==> config.mk <==
export PLATFORM = sky130hd
export DESIGN_NAME = sensor_tx_gen
export DESIGN_NICKNAME = d
export VERILOG_FILES = /design/src/rtl/sensor_tx_gen.sv
export SDC_FILE = /design/constraint.sdc
export NUM_CORES = 1
export LEC_CHECK = 0
export BUFFER_PORTS_ARGS = -buffer_cell sky130_fd_sc_hd__buf_2
export CORE_MARGIN = 2
export CORE_UTILIZATION = 40
export CTS_CLUSTER_SIZE = 20
export DETAILED_ROUTE_END_ITERATION = 16
export MAX_ROUTING_LAYER = met4
export SYNTH_ARGS = -nofsm -noshare
export SYNTH_HDL_FRONTEND = slang
export SYNTH_SLANG_ARGS = --single-unit
==> constraint.sdc <==
create_clock -name clk -period 3.1 [get_ports clk]
set_input_delay 0.62 -clock clk [delete_from_list [all_inputs] [get_ports clk]]
set_output_delay 0.62 -clock clk [all_outputs]
set_load 0.01 [all_outputs]
==> src/rtl/sensor_tx_gen.sv <==
// Purpose : sensor emulator driving vvalid/hvalid/din framing with blanking and register-selected test patterns.
// Latency : 1 cycle from the counters to the pins; pixel (0,0) appears one edge after en=1 is sampled in IDLE.
// Backpressure: none; free-running source once started, stops only at a frame boundary when en is low.
//
// Ports:
//   clk, rst_b               pixel clock, asynchronous active-low reset
//   en                       run request; dropping it lets the current frame finish
//   reg_wea/addra/wdata      register write port (BASE_ADDR+0 pattern select, BASE_ADDR+1 constant)
//   vvalid, hvalid, dout     registered pixel stream; dout is 0 outside hvalid
//   frame_done               one-cycle pulse aligned with the last cycle of each frame
//
// Build option: define SENSOR_TX_PRBS_EN to build the 16-bit LFSR used by pattern 3
// (DW must then be <= 16). Without it pattern 3 is the horizontal ramp of pattern 0.
// DW, RD and the counter widths are assumed to fit in 32 bits.

module sensor_tx_gen #(
    parameter int             DW        = 8,
    parameter int             RW        = 32,
    parameter int             RD        = 8,
    parameter int             H_ACT     = 1920,
    parameter int             H_BLANK   = 280,
    parameter int             V_ACT     = 1080,
    parameter int             V_BLANK   = 45,
    parameter logic [RW-1:0]  BASE_ADDR = 32'h43C2_0000
) (
    input  logic          clk,
    input  logic          rst_b,
    input  logic          en,
    input  logic          reg_wea,
    input  logic [RW-1:0] reg_addra,
    input  logic [RD-1:0] reg_wdata,
    output logic          vvalid,
    output logic          hvalid,
    output logic [DW-1:0] dout,
    output logic          frame_done
);

    localparam int H_TOT = H_ACT + H_BLANK;
    localparam int V_TOT = V_ACT + V_BLANK;
    localparam int HW    = (H_TOT > 1) ? $clog2(H_TOT) : 1;
    localparam int VW    = (V_TOT > 1) ? $clog2(V_TOT) : 1;
    // One spare bit so hcnt+vcnt never overflows before reduction to DW.
    localparam int CW    = ((HW > VW) ? HW : VW) + 1;

    localparam logic [HW-1:0] H_MAX   = HW'(H_TOT - 1);
    localparam logic [VW-1:0] V_MAX   = VW'(V_TOT - 1);
    localparam logic [HW-1:0] H_ACT_C = HW'(H_ACT);
    localparam logic [VW-1:0] V_ACT_C = VW'(V_ACT);

    localparam logic [RW-1:0] ADDR_SEL = BASE_ADDR;
    localparam logic [RW-1:0] ADDR_CST = BASE_ADDR + RW'(1);

    typedef enum logic {
        IDLE = 1'b0,
        RUN  = 1'b1
    } state_t;

    state_t        state, state_nxt;
    logic [HW-1:0] hcnt, hcnt_nxt;
    logic [VW-1:0] vcnt, vcnt_nxt;

    logic          frame_start;   // counters are (0,0) after this edge; shadows load here
    logic          h_end;
    logic          frame_end;

    logic [1:0]    sel_reg, sel_shd, sel_nxt;
    logic [RD-1:0] cst_reg, cst_shd, cst_nxt;

    logic          vvalid_nxt;
    logic          hvalid_nxt;
    logic          frame_done_nxt;
    logic [DW-1:0] pix;
    logic [DW-1:0] dout_nxt;

`ifdef SENSOR_TX_PRBS_EN
    localparam logic [15:0] LFSR_SEED = 16'hACE1;
    logic [15:0] lfsr;
    logic        lfsr_fb;
`endif

    // ------------------------------------------------------------------
    // Register write decode. A write landing on the frame-start edge must
    // reach the shadow, so the shadows load from the post-write value.
    // ------------------------------------------------------------------
    always_comb begin
        sel_nxt = sel_reg;
        cst_nxt = cst_reg;
        if (reg_wea && (reg_addra == ADDR_SEL)) begin
            sel_nxt = reg_wdata[1:0];
        end
        if (reg_wea && (reg_addra == ADDR_CST)) begin
            cst_nxt = reg_wdata;
        end
    end

    // ------------------------------------------------------------------
    // FSM and raster counters: next state
    // ------------------------------------------------------------------
    always_comb begin
        state_nxt   = state;
        hcnt_nxt    = hcnt;
        vcnt_nxt    = vcnt;
        frame_start = 1'b0;
        h_end       = (hcnt == H_MAX);
        frame_end   = h_end && (vcnt == V_MAX);

        unique case (state)
            IDLE: begin
                hcnt_nxt = '0;
                vcnt_nxt = '0;
                if (en) begin
                    state_nxt   = RUN;
                    frame_start = 1'b1;
                end
            end
            RUN: begin
                if (h_end) begin
                    hcnt_nxt = '0;
                    vcnt_nxt = (vcnt == V_MAX) ? '0 : vcnt + VW'(1);
                end else begin
                    hcnt_nxt = hcnt + HW'(1);
                end
                // en is only honoured at the frame wrap, so a stop request
                // never truncates the frame in flight.
                if (frame_end) begin
                    if (en) begin
                        frame_start = 1'b1;
                    end else begin
                        state_nxt = IDLE;
                    end
                end
            end
            default: begin
                state_nxt = IDLE;
                hcnt_nxt  = '0;
                vcnt_nxt  = '0;
            end
        endcase
    end

    // ------------------------------------------------------------------
    // Pixel generation from the current counters; registered below.
    // ------------------------------------------------------------------
    always_comb begin
        vvalid_nxt     = (state == RUN) && (vcnt < V_ACT_C);
        hvalid_nxt     = vvalid_nxt && (hcnt < H_ACT_C);
        frame_done_nxt = (state == RUN) && frame_end;

        unique case (sel_shd)
            2'd0:    pix = DW'(hcnt);
            2'd1:    pix = DW'(CW'(hcnt) + CW'(vcnt));
            2'd2:    pix = DW'(cst_shd);
`ifdef SENSOR_TX_PRBS_EN
            2'd3:    pix = DW'(lfsr);
`else
            2'd3:    pix = DW'(hcnt);
`endif
            default: pix = DW'(hcnt);
        endcase

        dout_nxt = hvalid_nxt ? pix : '0;
    end

    // ------------------------------------------------------------------
    // State register
    // ------------------------------------------------------------------
    always_ff @(posedge clk or negedge rst_b) begin
        if (!rst_b) begin
            state <= IDLE;
        end else begin
            state <= state_nxt;
        end
    end

    // ------------------------------------------------------------------
    // Counters, registers, shadows and output pins
    // ------------------------------------------------------------------
    always_ff @(posedge clk or negedge rst_b) begin
        if (!rst_b) begin
            hcnt       <= '0;
            vcnt       <= '0;
            sel_reg    <= '0;
            cst_reg    <= '0;
            sel_shd    <= '0;
            cst_shd    <= '0;
            vvalid     <= 1'b0;
            hvalid     <= 1'b0;
            dout       <= '0;
            frame_done <= 1'b0;
        end else begin
            hcnt       <= hcnt_nxt;
            vcnt       <= vcnt_nxt;
            sel_reg    <= sel_nxt;
            cst_reg    <= cst_nxt;
            if (frame_start) begin
                sel_shd <= sel_nxt;
                cst_shd <= cst_nxt;
            end
            vvalid     <= vvalid_nxt;
            hvalid     <= hvalid_nxt;
            dout       <= dout_nxt;
            frame_done <= frame_done_nxt;
        end
    end

`ifdef SENSOR_TX_PRBS_EN
    // x^16 + x^14 + x^13 + x^11 + 1, shifting right; feedback enters bit 15.
    assign lfsr_fb = lfsr[0] ^ lfsr[2] ^ lfsr[3] ^ lfsr[5];

    // Frame start never coincides with an active pixel (blanking >= 1),
    // so reseed and advance are mutually exclusive.
    always_ff @(posedge clk or negedge rst_b) begin
        if (!rst_b) begin
            lfsr <= LFSR_SEED;
        end else if (frame_start) begin
            lfsr <= LFSR_SEED;
        end else if (hvalid_nxt) begin
            lfsr <= {lfsr_fb, lfsr[15:1]};
        end
    end
`endif

endmodule

# == Word level (Yosys, flattened, before mapping) ==
# Index checks and enable logic that the tools add are counted.
# word_totals
register_bits,55
inputBits,44
# op_classes
muxes,14
n_eq_ne,8
n_reduce_logical,8
n_bitwise,1
add_sub_neg,3
order_cmp,2
# ops
cell,count
$eq 32x31->1 const B,2
$pmux 12 s2,1
$pmux 8 s3,1
$mux 11,2
$pmux 11 s2,1
$mux 8,2
$add 12x1->12 const B,1
$eq 12x12->1 const B,1
$lt 12x11->1 const B,1
$mux 12,1
$add 11x1->11 const B,1
$eq 11x11->1 const B,1
$lt 11x11->1 const B,1
$add 8x8->8,1
$logic_and 1x1->1,6
$eq 2x2->1 const B,2
$pmux 1 s2,2
$mux 1,3
$eq 2x1->1 const B,1
$logic_not 2->1,1
$mux 2,1
$ne 2x1->1 const B,1
$reduce_or 2->1,1
$not 1->1,1

# == Depth between registers and ports, before layout ==
# Gate-level depths: netlist of run 1.
# logic_depth
word_depth,4
ltp_mapped,8
mapped_depth_nobuf,7

# == Worst setup path before layout of run 1 ==
# Ideal clock, no wire load.
# synth_path
kind,input -> register
start,in reg_addra[29]
end,reg cst_shd[0]
slack_ns,0.860
required_ns,2.975
setup_time_ns,0.125
t_arrival_ns,2.115
n_path_buf,0
cell_stages,5
cell_sequence,nor4b_1 > nand4_1 > nor3_2 > mux2_2 > mux2_2
# synth_via
elab_chain_cells,3
# synth_lines
element,line,text
from (decl),30,"input logic [RW-1:0] reg_addra,"
$eq 32x31->1,91,if (reg_wea && (reg_addra == ADDR_CST)) begin
$logic_and 1x1->1,91,
$mux 8,91,
via cst_nxt[0],67,"logic [RD-1:0] cst_reg, cst_shd, cst_nxt;"
to (signal assigned),197,cst_shd <= cst_nxt;
to (decl),67,
# The timed path passes the listed nets, and every way through them passes these cells.
# A chain may end at the register's enable or synchronous reset.

# == Final worst setup path of run 1 ==
# layout_path
start,reg hcnt[1]
end,reg sel_shd[1]
# layout_via
elab_chain_cells,4
# layout_lines
element,line,text
from (decl),59,"logic [HW-1:0] hcnt, hcnt_nxt;"
from (signal assigned),191,hcnt <= hcnt_nxt;
$eq 12x12->1,104,h_end = (hcnt == H_MAX);
$logic_and 1x1->1,105,frame_end = h_end && (vcnt == V_MAX);
$mux 1,125,if (frame_end) begin
$pmux 1 s2,107,unique case (state)
to (signal assigned),196,sel_shd <= sel_nxt;
to (decl),66,"logic [1:0] sel_reg, sel_shd, sel_nxt;"
# Every way passes these cells.

==> metrics.yaml, run 1 <==
min_period_ns: 2.486
cts-buffers-inserted: 5
cts_sinks: 55
end_kind: "flop"
peakVddDrop_uv: 223.1
fin_crit_sh_pct: 80.20
dieWidth_um: 88.54
gp_congestion: 0.8928
die-area_um2: 7839
n_antenna_cell: 0
critPathArrivalTime_ns: 2.69
layout.nets: 380
io_pins: 55
io_buffers: 54
skew_ns: 0.005916
h-tree-depth: 2
n_fill_cell: 652
syn_nets: 323
clockBufferDepth: 2
wirelength_um: 5838
clkLatencyLatePin_ns: 0.31
vias_per_cell: 5.076
grt_pass1_wl_um: 9570
fmax_mhz: 402.2
row_count: 30
coreArea_um2: 6869
relSlewSlack_pct: 59.28
timing.reg2reg.setup_slack_ns: 0.61
top_register: "hcnt"
power_density_nw_per_um2: 371.3
crit_fanout: 10
tritoncts: "built"
area_growth_syn_to_layout_pct: 17.46
setup_viol: 0
die_h_um: 88.54
drv_cap: 0
multiInputGateArea_um2: 1404
ys_seq_area_share_pct: 48.14
hold_class: "input pin to async pin"
drc: 0
grt_max_degree: 31
num_vias: 2132
cts-resized-gates: 0
ff_latch_area_um2: 1376
synth-edff-count: 0
synth_warnings: 0
worstPathRequired_ns: 3.30
hold_ws_ns: 0.2997
ys.flop_type: "dfrtp_1"
cts_setup_buffers: 0
path_clk_slew_ns: 0.10
root_buffer: "clkbuf_8"
cp-start-kind: "flop"
hold_viol: 0
setup_tns_ns: 0
grt_pass1_vias: 1938
drt_iter0_markers: 90
dp_hpwl_um: 4434
tightest_slew_ns: 0.6022
syn_area_per_cell_um2: 10.75
rsz0062_at_grt: "false"
antenna_found_initial: 0
timing.rr.end: "sel_shd[1]$_DFFE_PN0P_"
holdBufCountCts: 0
first_pass_iters: 4
netlist_instances: 266
ys_ff_latch: 55
syn-cell-area_um2: 2859
status: "finished, final reports clean"
synthArstFlopShare_pct: 100.0
largest_reg_flops: 12
grt_overflow: 0
critical_path_class: "flop to flop"
r2r_cells: 6
antenna_left: 0
finalPower_mw: 1.247
start_util_pct: 41.62
synth_cell_types: 47
grt_usage_pct: 16.37
drive_above_1_share_pct: 28.70
timing.rr.start: "hcnt[1]$_DFF_PN0_"
reg_top3: "hcnt (12), vcnt (11)"
drt-wirelength-per-cell_um: 13.90
slew_viol_final: 0
leakage_nw: 1.624
-- stage by stage --
step / instance area, um2 / utilization (%) / setup WS [ns] / cells
floorplan: 2859 / - / 0.8604 / 266
finish: 3358 / 48.89 / 0.6137 / 420
global route: 3358 / 48.89 / 0.4590 / 420
global placement: 3242 / 47.19 / 0.7504 / 412
CTS: 3358 / 48.89 / 0.6029 / 420
detailed placement: 3242 / 47.19 / 0.6225 / 412
-- per-layer routing --
layer	vias to the layer above	track usage, %	wire length [um]
met5	-	-	0
met4	0	4.545	53
met3	4	3.265	229
met2	46	24.95	2731
met1	1016	22.36	2823
li1	1066	-	-
-- power by group --
part | leakage (nW) | total (mW) | internal (mW) | switching, mW
logic | 0.837 | 0.0437 | 0.0222 | 0.0216
registers | 0.729 | 0.717 | 0.717 | 0.000000000262
clock network | 0.0587 | 0.486 | 0.245 | 0.241
total | 1.62 | 1.25 | 0.984 | 0.263
-- cells in the mapped netlist, drive strengths merged, types with 7 or more instances --
library cell   n  area [um2]
and3           9       62.56
dfrtp         55        1376
clkbuf         7       26.28
mux2          20       232.7
xnor2         10       87.58
inv           11       41.29
nand3         13       65.06
a21oi          8       51.30
ha            12       150.1
xor2          11       96.34
nor2          29       108.9
nand2         16       67.56
-- cells in the final DEF, fill, tap and decap left out, types with 7 or more instances in the layout --
master and count:
dfrtp_1 55, buf_2 54, nor2_1 29, mux2_2 18, nand2_1 15, nand3_1 13
ha_1 12, inv_1 11, xor2_1 11, xnor2_1 10, and3_1 7, a21oi_1 7
-- worst max-delay path by stage --
stage                      startpoint  depth (start not counted)                     end
floorplan               reg_addra[29]                          5  cst_shd[0]$_DFFE_PN0P_
global placement    hcnt[1]$_DFF_PN0_                          6  sel_shd[1]$_DFFE_PN0P_
detailed placement  hcnt[1]$_DFF_PN0_                          6  sel_shd[0]$_DFFE_PN0P_
CTS                 hcnt[1]$_DFF_PN0_                          6  sel_shd[1]$_DFFE_PN0P_
global route        hcnt[1]$_DFF_PN0_                          6  sel_shd[1]$_DFFE_PN0P_
finish              hcnt[1]$_DFF_PN0_                          6  sel_shd[1]$_DFFE_PN0P_
-- final cells by class --
class | count | share of cell area (%)
Sequential cell | 55 | 40.98
Clock inverter | 3 | 1.416
Clock buffer | 5 | 2.049
Multi-Input combinational cell | 192 | 41.80
Timing Repair Buffer | 58 | 8.942
Inverter | 11 | 1.230
Tap cell | 96 | 3.577
-- worst max-delay path, stage by stage, from the launching register on --
cell and delay [ns]:
dfrtp_1 0.47, ha_1 0.34, nor4bb_1 0.54, a31oi_1 0.24, a21oi_4 0.31, nand2_4 0.16
mux2_4 0.32
-- logic make-up (layout without fill, tap and decap cells) --
logic type	after synthesis	after routing	share of synthesized area (%)
simple gates	98	98	18.47
xor+xnor	21	21	6.433
fa+ha+maj	13	13	5.952
compound gates	40	40	10.11
buf+inv	19	77	2.757
flops	55	55	48.14
mux	20	20	8.140
Power figures use the tool's default switching activity.
==> run 2, diff against run 1 <==
clock period = 2.1 ns   (was 3.1 ns; I/O delays follow)
==> metrics.yaml, run 2 (same netlist as run 1, synthesis figures left out) <==
dieWidth_um: 88.54
slew_viol_final: 0
cp-start-kind: "flop"
worst_slack_ns: -0.008490
reg_top3: "hcnt (12), vcnt (11)"
path_clk_slew_ns: 0.10
grt_pass1_wl_um: 10770
grt_usage_pct: 18.71
io_buffers: 54
max_stage_delay_ns: 0.52
critical_path_class: "flop to flop"
skew_ns: 0.009636
crit_fanout: 5
wirelength_um: 6844
die_h_um: 88.54
row_count: 30
path_depth: 5
antenna_found_initial: 0
critPathBufInv: 0
rsz0062_at_grt: "true"
grt_overflow: 0
finalPower_mw: 1.712
clockBufferDepth: 2
layout.nets: 406
ff_latch_area_um2: 1378
vias_per_cell: 5.177
cts_sinks: 55
grt_max_degree: 34
multiInputGateArea_um2: 1468
power_density_nw_per_um2: 476.0
n_fill_cell: 658
worstPathRequired_ns: 2.30
die-area_um2: 7839
post-place-ws_ns: -0.02026
r2r_cells: 5
tightest_slew_ns: 0.5708
largest_reg_flops: 12
cp_top_family: "simple AND/OR/NAND/NOR gates"
first_pass_iters: 4
n_antenna_cell: 0
top_register: "hcnt"
relSlewSlack_pct: 61.95
final_cell_mix: "dfrtp_1, buf_2, nor2_1"
drive_above_1_share_pct: 37.14
hold_viol: 0
dp_hpwl_um: 5083
leakage_nw: 1.753
drv_cap: 0
start_util_pct: 41.62
grt_pass1_vias: 2225
holdBufCountCts: 0
drt-wirelength-per-cell_um: 15.35
setup_viol: 3
drc: 0
end_kind: "flop"
clkLatencyLatePin_ns: 0.31
cts-buffers-inserted: 5
num_vias: 2309
area_growth_syn_to_layout_pct: 25.78
timing.reg2reg.setup_slack_ns: -0.008
fmax_mhz: 474.3
violations: "setup timing"
tritoncts: "built"
crit_chain: "or3_4, or4_4, a21oi_4, nand2_2, mux2_2"
cp_slowest_cell: "or4_4"
io_pins: 55
antenna_left: 0
h-tree-depth: 2
gp_congestion: 0.8968
fin_crit_sh_pct: 100.4
critPathArrivalTime_ns: 2.31
root_buffer: "clkbuf_8"
drt_iter0_markers: 121
status: "complete, but fails checks"
peakVddDrop_uv: 289.4
coreArea_um2: 6869
hold_class: "input pin to async pin"
min_period_ns: 2.108
==> run 2: cell count changes in the layout (fill, tap and decap cells not counted), sizes merged <==
cell	change
nand2	+1
bufinv	-1
buf	+25
inv	-1
clkinvlp	+2
==> run 2: through the flow <==
stage               setup TNS (ns)  area (um2)  std cells  hold slack [ns]  util, %
finish                    -0.01515        3596        446          0.08934    52.35
global route               -0.5248        3596        446           0.1245    52.35
CTS                              0        3556        445           0.1076    51.77
detailed placement        -0.06433        3456        436           0.4534    50.31
global placement                 0        3456        436           0.4406    50.31
floorplan                        0        2880        266           0.1244        -
==> run 2: final timing paths <==
kind                                 startpoint                      to
setup / recovery            vcnt[7]$_DFFE_PN0P_  cst_shd[4]$_DFFE_PN0P_
hold / removal                            rst_b       hcnt[8]$_DFF_PN0_
setup reg to reg            vcnt[7]$_DFFE_PN0P_  cst_shd[4]$_DFFE_PN0P_
hold reg to reg            cst_reg[1]$_DFF_PN0_    cst_reg[1]$_DFF_PN0_
max in group asynchronous                 rst_b  cst_shd[6]$_DFFE_PN0P_
min in group clk                   reg_wdata[3]    cst_reg[3]$_DFF_PN0_
==> run 2: where the power goes <==
group / switching, mW / leakage [nW] / total [mW] / internal (mW)
registers: 0.000000000403 / 0.727 / 1.06 / 1.06
logic: 0.0342 / 0.985 / 0.0694 / 0.0352
clock network: 0.351 / 0.0402 / 0.584 / 0.233
==> run 2: timing repair <==
action,in CTS,in global routing
buffers inserted,1,1
hold endpoints to repair,0,0
pin swaps,0,8
gates resized for setup,1,9
cloned,0,1
setup endpoints to repair,2,18
==> run 2: final cells by class <==
class | count | area share [%]
Inverter | 11 | 1.148
Sequential cell | 55 | 38.31
Clock buffer | 5 | 1.914
Tap cell | 96 | 3.340
Multi-Input combinational cell | 193 | 40.81
Clock inverter | 3 | 0.5567
Timing Repair Buffer | 83 | 13.92
==> run 2: per-layer routing <==
metal,up-vias,GRT usage (%),share of wire (%)
met5,-,-,0
met4,0,4.545,1.1
met3,5,3.078,4.0
met2,60,31.78,49
met1,1118,23.39,46
li1,1126,-,-
==> run 3, diff against run 2 <==
==> constraint.sdc (replaced) <==
create_clock -name clk -period 2.4 [get_ports clk]
set_input_delay 0.48 -clock clk [delete_from_list [all_inputs] [get_ports clk]]
set_output_delay 0.48 -clock clk [all_outputs]
set_load 0.05 [all_outputs]
==> metrics.yaml, run 3 (same netlist as run 1, synthesis figures left out) <==
end_kind: "flop"
gp_congestion: 0.8323
area_growth_syn_to_layout_pct: 18.99
tritoncts: "built"
first_pass_iters: 6
skew_ns: 0.01077
die_h_um: 88.54
grt_pass1_wl_um: 9984
io_pins: 55
cts-buffers-inserted: 5
num_vias: 2175
drv_cap: 0
setup_tns_ns: 0
timing.rr.start: "hcnt[0]$_DFF_PN0_"
antenna_found_initial: 0
max_stage_delay_ns: 0.47
r2r_cells: 7
tightest_slew_ns: 0.5483
cp_slowest_cell: "dfrtp_1"
fin_crit_sh_pct: 91.64
layout.nets: 385
slew_viol_final: 0
antenna_left: 0
cts_setup_buffers: 0
drive_above_1_share_pct: 30.09
cts-resized-gates: 0
dieWidth_um: 88.54
path_clk_slew_ns: 0.10
grt_usage_pct: 17.02
crit_fanout: 6
row_count: 30
n_antenna_cell: 0
grt_max_degree: 34
drt-wirelength-per-cell_um: 14.29
setup_viol: 0
crit_chain: "ha_1, fa_1, a21o_1, a21oi_1, nand4b_1, a21boi_0, a2111oi_1"
cp-start-kind: "flop"
leakage_nw: 1.647
cts_sinks: 55
drt_iter0_markers: 91
relSlewSlack_pct: 63.44
min_period_ns: 2.199
hold_viol: 0
rsz0062_at_grt: "false"
die-area_um2: 7839
fmax_mhz: 454.7
peakVddDrop_uv: 199.2
power_density_nw_per_um2: 453.5
grt_overflow: 0
dp_hpwl_um: 4710
holdBufCountCts: 0
clkLatencyLatePin_ns: 0.31
start_util_pct: 41.62
status: "finished, final reports clean"
n_fill_cell: 660
root_buffer: "clkbuf_8"
grt_pass1_vias: 2083
critPathBufInv: 0
final_common_cell: "dfrtp_1"
hold_class: "input pin to async pin"
critPathArrivalTime_ns: 2.37
worstPathRequired_ns: 2.58
cp_top_family: "compound AO/OA/AOI/OAI gates"
final_cell_mix: "dfrtp_1, buf_2, nor2_1"
critical_path_class: "flop to flop"
vias_per_cell: 5.118
wirelength_um: 6074
top_register: "hcnt"
timing.reg2reg.setup_slack_ns: 0.20
coreArea_um2: 6869
timing.rr.end: "dout[6]$_DFF_PN0_"
h-tree-depth: 2
io_buffers: 54
largest_reg_flops: 12
clockBufferDepth: 2
hold_ws_ns: 0.1487
reg_top3: "hcnt (12), vcnt (11)"
drc: 0
place_inst: 417
finalNonFillerCells: 425
run 3: area by class of cell:
type	count	area, um2	share of cell area [%]
inverter	11	41.29	1.214
clock inverter	1	7.507	0.2207
tap	96	120.1	3.531
timing repair buffer	63	350.3	10.30
multi-input combinational	192	1410	41.45
clock buffer	7	96.34	2.832
sequential	55	1376	40.46
run 3: per-layer routing:
layer  GRT usage (%)  vias to the layer above  share of wire [%]
met3           2.332                        6                3.9
met2           27.75                       53                 48
met4           4.545                        0               0.91
met5               -                        -                  0
met1           22.45                     1038                 47
li1                -                     1078                  -
run 3: through the flow:
stage | cell area (um2) | utilization, % | setup WS (ns) | total power [mW]
6_report | 3402 | 49.53 | 0.2006 | 1.543
5_1_grt | 3402 | 49.53 | 0.06308 | 1.606
4_1_cts | 3396 | 49.44 | 0.1655 | 1.563
3_5_place_dp | 3292 | 47.92 | 0.1787 | 1.007
3_3_place_gp | 3292 | 47.92 | 0.2329 | 1.006
2_1_floorplan | 2859 | - | 0.2285 | 0.9493
run 3: how the worst max path moves through the flow:
| stage | start | to | slack, ns | cells after the start |
|---|---|---|---|---|
| after floorplan | vcnt[7]$_DFFE_PN0P_ | vcnt[10]$_DFFE_PN0P_ | 0.23 | 6 |
| after global placement | hcnt[1]$_DFF_PN0_ | sel_shd[0]$_DFFE_PN0P_ | 0.23 | 6 |
| after detailed placement | reg_addra[27] | cst_shd[2]$_DFFE_PN0P_ | 0.18 | 7 |
| after CTS | hcnt[1]$_DFF_PN0_ | sel_shd[1]$_DFFE_PN0P_ | 0.17 | 6 |
| after global routing | vcnt[7]$_DFFE_PN0P_ | dout[7]$_DFF_PN0_ | 0.06 | 6 |
| final | hcnt[0]$_DFF_PN0_ | dout[6]$_DFF_PN0_ | 0.20 | 7 |
run 3: where the power goes:
group	switching (mW)	leakage, nW	total (mW)	internal [mW]
Clock	0.293	0.0505	0.556	0.263
Sequential	0.000000000333	0.729	0.926	0.926
Combinational	0.0298	0.867	0.0608	0.0310
